## config.mk

```make
export PLATFORM = sky130hd
export DESIGN_NAME = if_stage
export DESIGN_NICKNAME = d
export VERILOG_FILES = /design/src/rtl/riscvx_pkg.sv /design/src/rtl/if_id_reg.sv /design/src/rtl/if_stage.sv
export SDC_FILE = /design/constraint.sdc
export NUM_CORES = 1
export LEC_CHECK = 0
export CORE_UTILIZATION = 35
export CTS_CLUSTER_DIAMETER = 30
export CTS_CLUSTER_SIZE = 12
export DETAILED_ROUTE_END_ITERATION = 10
export DONT_BUFFER_PORTS = 1
export PLACE_DENSITY_LB_ADDON = 0.08
export SLEW_MARGIN = 5
export SYNTH_ARGS = -nofsm -noshare
export SYNTH_HDL_FRONTEND = slang
export SYNTH_SLANG_ARGS = --single-unit
```

## constraint.sdc

```tcl
create_clock -name clk -period 4.5 [get_ports clk]
set_input_delay 0.45 -clock clk [delete_from_list [all_inputs] [get_ports clk]]
set_output_delay 0.45 -clock clk [all_outputs]
set_load 0.02 [all_outputs]
```

## src/rtl/riscvx_pkg.sv

```systemverilog
// rtl/riscvx_pkg.sv - shared RISCVX core types and constants
package riscvx_pkg;

  localparam int          XLEN      = 32;
  localparam logic [31:0] NOP_INSTR = 32'h0000_0013;
  localparam logic [31:0] RESET_PC  = 32'h0000_0000;

  typedef struct packed {
    logic [XLEN-1:0] pc;
    logic [31:0]     instr;
    logic            valid;
  } if_id_t;

endpackage

```

## src/rtl/if_id_reg.sv

```systemverilog
// rtl/if_id_reg.sv - hold/bubble/load pipeline register for one instruction slot
module if_id_reg #(
  parameter logic [31:0] BUBBLE_INSTR = 32'h0000_0013
) (
  input  logic               clk,
  input  logic               reset,
  input  logic               hold,
  input  logic               bubble,
  input  riscvx_pkg::if_id_t d,
  output riscvx_pkg::if_id_t q
);

  import riscvx_pkg::*;

  if_id_t bubble_val;

  assign bubble_val = '{pc: '0, instr: BUBBLE_INSTR, valid: 1'b0};

  // bubble beats hold; hold beats load; reset forces a bubble
  always_ff @(posedge clk) begin
    if (reset || bubble) begin
      q <= bubble_val;
    end else if (!hold) begin
      q <= d;
    end
  end

endmodule

```

## src/rtl/if_stage.sv

```systemverilog
// rtl/if_stage.sv - instruction fetch stage: PC mux, fetch tracking and IF/ID register
module if_stage #(
  parameter logic [31:0] RESET_PC  = 32'h0000_0000,
  parameter logic [31:0] NOP_INSTR = 32'h0000_0013,
  parameter int          IMEM_AW   = 10
) (
  input  logic               clk,
  input  logic               reset,
  input  logic               run,
  input  logic               stall,
  input  logic               j_br,
  input  logic [31:0]        BTA,
  input  logic [31:0]        Instr_IF,
  output logic [31:0]        PC_next,
  output logic [IMEM_AW-1:0] imem_addr,
  output logic [31:0]        PC_IF,
  output logic [31:0]        PC_ID,
  output logic [31:0]        Instr_ID,
  output logic               valid_ID,
  output logic [31:0]        fetch_cnt
);

  import riscvx_pkg::*;

  // fetch_valid: the word on Instr_IF really belongs to PC_IF (1-cycle BRAM latency)
  logic   fetch_valid;
  logic   ifid_hold;
  logic   ifid_bubble;
  logic   ifid_load;
  if_id_t ifid_d;
  if_id_t ifid_q;

  // next fetch address; re-presenting PC_IF makes the BRAM re-read the same word
  always_comb begin
    PC_next = PC_IF + 32'd4;
    if (reset) begin
      PC_next = RESET_PC;
    end else if (j_br) begin
      PC_next = BTA & ~32'd3;
    end else if (!fetch_valid || stall || !run) begin
      PC_next = PC_IF;
    end
  end

  assign imem_addr = PC_next[IMEM_AW+1:2];

  // a redirect takes priority over a stall: the stalled ID instruction is wrong-path
  assign ifid_bubble = j_br || (!stall && (!run || !fetch_valid));
  assign ifid_hold   = !j_br && stall;
  assign ifid_load   = !j_br && !stall && run && fetch_valid;
  assign ifid_d      = '{pc: PC_IF, instr: Instr_IF, valid: 1'b1};

  // PC register tracks the address presented to the I_Cache last cycle
  always_ff @(posedge clk) begin
    if (reset) begin
      PC_IF <= RESET_PC;
    end else begin
      PC_IF <= PC_next;
    end
  end

  // after hold the first read result is stale, so the resumed fetch re-reads PC_IF
  always_ff @(posedge clk) begin
    if (reset) begin
      fetch_valid <= 1'b0;
    end else begin
      fetch_valid <= j_br || run;
    end
  end

  // counts only real instructions entering IF/ID
  always_ff @(posedge clk) begin
    if (reset) begin
      fetch_cnt <= '0;
    end else if (ifid_load) begin
      fetch_cnt <= fetch_cnt + 32'd1;
    end
  end

  if_id_reg #(
    .BUBBLE_INSTR(NOP_INSTR)
  ) u_if_id_reg (
    .clk    (clk),
    .reset  (reset),
    .hold   (ifid_hold),
    .bubble (ifid_bubble),
    .d      (ifid_d),
    .q      (ifid_q)
  );

  assign PC_ID    = ifid_q.pc;
  assign Instr_ID = ifid_q.instr;
  assign valid_ID = ifid_q.valid;

endmodule

```

==> metrics.md <==
| Metric | Value |
|---|---|
| Gpl congestion | 0.763 |
| Layout cell share with drive strength beyond 1 | 0.0688 |
| WHS Path Cells | 1 |
| Final hold viol count | 0 |
| Antenna violations before repair | 0 |
| Row count | 46 |
| Multi-input gate area in the final layout | 0.00284 mm^2 |
| Unrepaired setup endpoints after global routing | no |
| Most area-hungry cell type in the Yosys netlist | dfxtp_1 |
| Initial core utilization | 0.360 |
| Critical path arrival | 2.90 ns |
| Layout fillers | around 1700 |
| CTS root buffer | clkbuf_16 |
| Status | finished, final reports clean |
| Synth area leaders | dfxtp_1, nand2_1, a21oi_1 |
| Tmin final | 3.35 ns |
| Drt pass-1 iters | 4 |
| Max cap viols | 0 |
| Yosys top cell area share | 0.453 |
| Cts bufs inserted | 17 |
| Dpl ws | 1.54 ns |
| Post-synth cell types | 37 |
| CP max stage delay | 0.72 ns |
| Area delta synth->final | 12.1% |
| Total power | 2860 uW |
| Reg area | 0.00260 mm^2 |
| Post-DP Area | 0.00582 mm^2 |
| Top cells by count, synth | nand2_1, dfxtp_1, a21oi_1, nor2_1, clkbuf_1 |
| Routed vias | ~5000 |
| PostCTS Resize Cnt | 0 |
| Crit path max-delay cell type | a311oi_1 |
| Critical path data required time | 4.05 ns |
| Setup TNS | 0 ns |
| Slew Viols, Final | 0 |
| Critical Path Fanout Max | 6 |
| PortBufs | 0 |
| Clock skew | around 0.0056 ns |
| Final net count | 770 |
| All-layer global routing usage | 0.185 |
| HP Class | input port to flop |
| Largest net degree at the start of global routing | 93 |
| Cell count after synthesis | between 700 and 800 |
| Flops & latches, synth | 130 |
| Post-detailed-route wirelength per cell | approximately 17 um |
| CTS tree | done |
| Gr ovfl total | 0 |
| Actual slew at the worst max-slew pin | 0.922 ns |
| Clock transition at path regs | 0.06 ns |
| FFs w/ async S/R, synth | 0 |
| Design area | ~0.0064 mm^2 |
| Drt total wl | 16.0 mm |
| Top_reg_cell synth | dfxtp_1 |
| Residual DRC count | 0 |
| First-pass GRT wire length | 23.8 mm |
| Hold Crit Start | reset |
| Finish-stage setup viols | 0 |
| Worst-Skew Late Latency | just over 0.4 ns |
| Slew headroom | 0.387 |
| DP HPWL | approximately 11 mm |
| Post-Synthesis Net Count | 803 |
| Setup CP Type | flop to primary output |
| Final WS setup | 1.15 ns |
| FF-to-FF End | fetch_cnt[26] |
| CP startpoint kind | flop |
| Most frequent cell after synthesis | nand2_1 |
| Starting DRT DRC Count | 283 |
| Core box area | 0.0159 mm^2 |
| CTS Sinks | 130 |
| Number of setup buffers added after CTS | 0 |
| Post-synthesis cell area | 0.00574 mm^2 |
| Die H | 130 um |
| Diode count | 0 |
| Max Clk Rate | 298 MHz |
| Syn Area/Cell | 7.84 um^2 |
| R2R Setup Slk | 2.03 ns |
| CP Capture Type | primary output |
| Die area | 0.0169 mm^2 |
| Vias/cell | between 5 and 6 |
| Final hold slack | approximately 0.14 ns |
| Maximum VDD drop | 0.234 mV |
| Hold Path Sink | fetch_valid |
| Hold-fix buffers, CTS | 0 |
| Ports | 240 |
| PD cells | 445 mW/mm^2 |
| Detail Route Antenna Nets | 0 |
| Leakage power | roughly 0.0021 uW |
| Number of synthesized flops with an enable pin | 0 |
| H-tree depth | 4 |
| Final worst path period share | 0.745 |
| Die Wd | 130 um |
| Synth warn | 0 |
| Sequential share of the synthesized area | 0.453 |
| CP cell instances | ha_1, and3_1, nand4_1, or3_1, a311oi_1 |
| Clock Path Buffers | 2 |
| R2R cell count | 6 |
| Worst r2r src | fetch_valid |
| Vias in the first global route | approximately 4400 |
through the flow:
stage,cells,utilization
2_1_floorplan,732,-
3_3_place_gp,896,0.365
3_5_place_dp,896,0.365
4_1_cts,928,0.404
5_1_grt,928,0.404
6_report,928,0.404
worst max-delay path: cells and delay by family (launching register included):
family	cells	cell delay, ns
AND/OR/NAND/NOR	3	0.92
AO/OA/AOI/OAI	1	0.72
adder cells (fa/ha/maj)	1	0.30
flip-flops	1	0.55
flip-flops by register name (all words and copies together) (netlist names):
| register | count |
|---|---|
| fetch_cnt | 32 |
| fetch_valid | 1 |
| PC_IF | 32 |
| u_if_id_reg.q | 65 |
worst max path at each step:
stage               startpoint           end  depth (start not counted)
floorplan                 j_br  imem_addr[9]                          7
global placement      PC_IF[2]   PC_next[12]                          5
detailed placement    PC_IF[2]   PC_next[12]                          5
CTS                   PC_IF[2]   PC_next[12]                          5
global route          PC_IF[2]   PC_next[16]                          6
finish                PC_IF[3]   PC_next[12]                          5
cell families (layout without fill, tap and decap cells):
family,count (synthesis),count (layout),synth area share
simple gates,336,336,0.269
compound gates,142,142,0.142
flops,130,130,0.453
buf+inv,72,52,0.0543
xor+xnor,47,47,0.0717
mux,3,3,0.00523
fa+ha+maj,2,2,0.00436
per-layer routing:
layer	track usage	part of all wire
met1	0.212	0.41
met2	0.306	0.48
met3	0.0841	0.099
met4	0.0595	0.010
met5	0	0
report_power, final:
part	total [uW]	internal (uW)	leakage (uW)	switching, uW
logic	163	48.8	0.000780	114
registers	1270	1180	0.00106	83.5
clock network	1430	893	0.000301	539
layout make-up:
class | instances | area share
clock buffers | 18 | 0.0682
multi-input cells | 530 | 0.441
repair buffers | 9 | 0.0105
well taps | 216 | 0.0420
flip-flops and latches | 130 | 0.404
inverters | 11 | 0.00641
clock inverters | 14 | 0.0276
placed cells by master (no fill, tap or decap), drive strengths merged:
cell type and count:
o21bai 3, nor2b 2, a211oi 28, or3 7, a211o 2, inv 14
and2 9, nor4 21, clkinvlp 1, or2 2, nand2b 1, o31ai 1
and4 7, buf 9, nand4 16, nor2 58, or4 2, and3 5
bufinv 3, a21oi 92, o21a 3, dfxtp 130, nor4bb 1, clkbuf 18
nor3 20, o21ai 10, xor2 4, clkinv 7, a311oi 2, and3b 1
a31o 1, ha 2, xnor2 43, mux2i 3, nand3 21, nand2 163
Note: power is estimated with default switching activity, not from simulation.
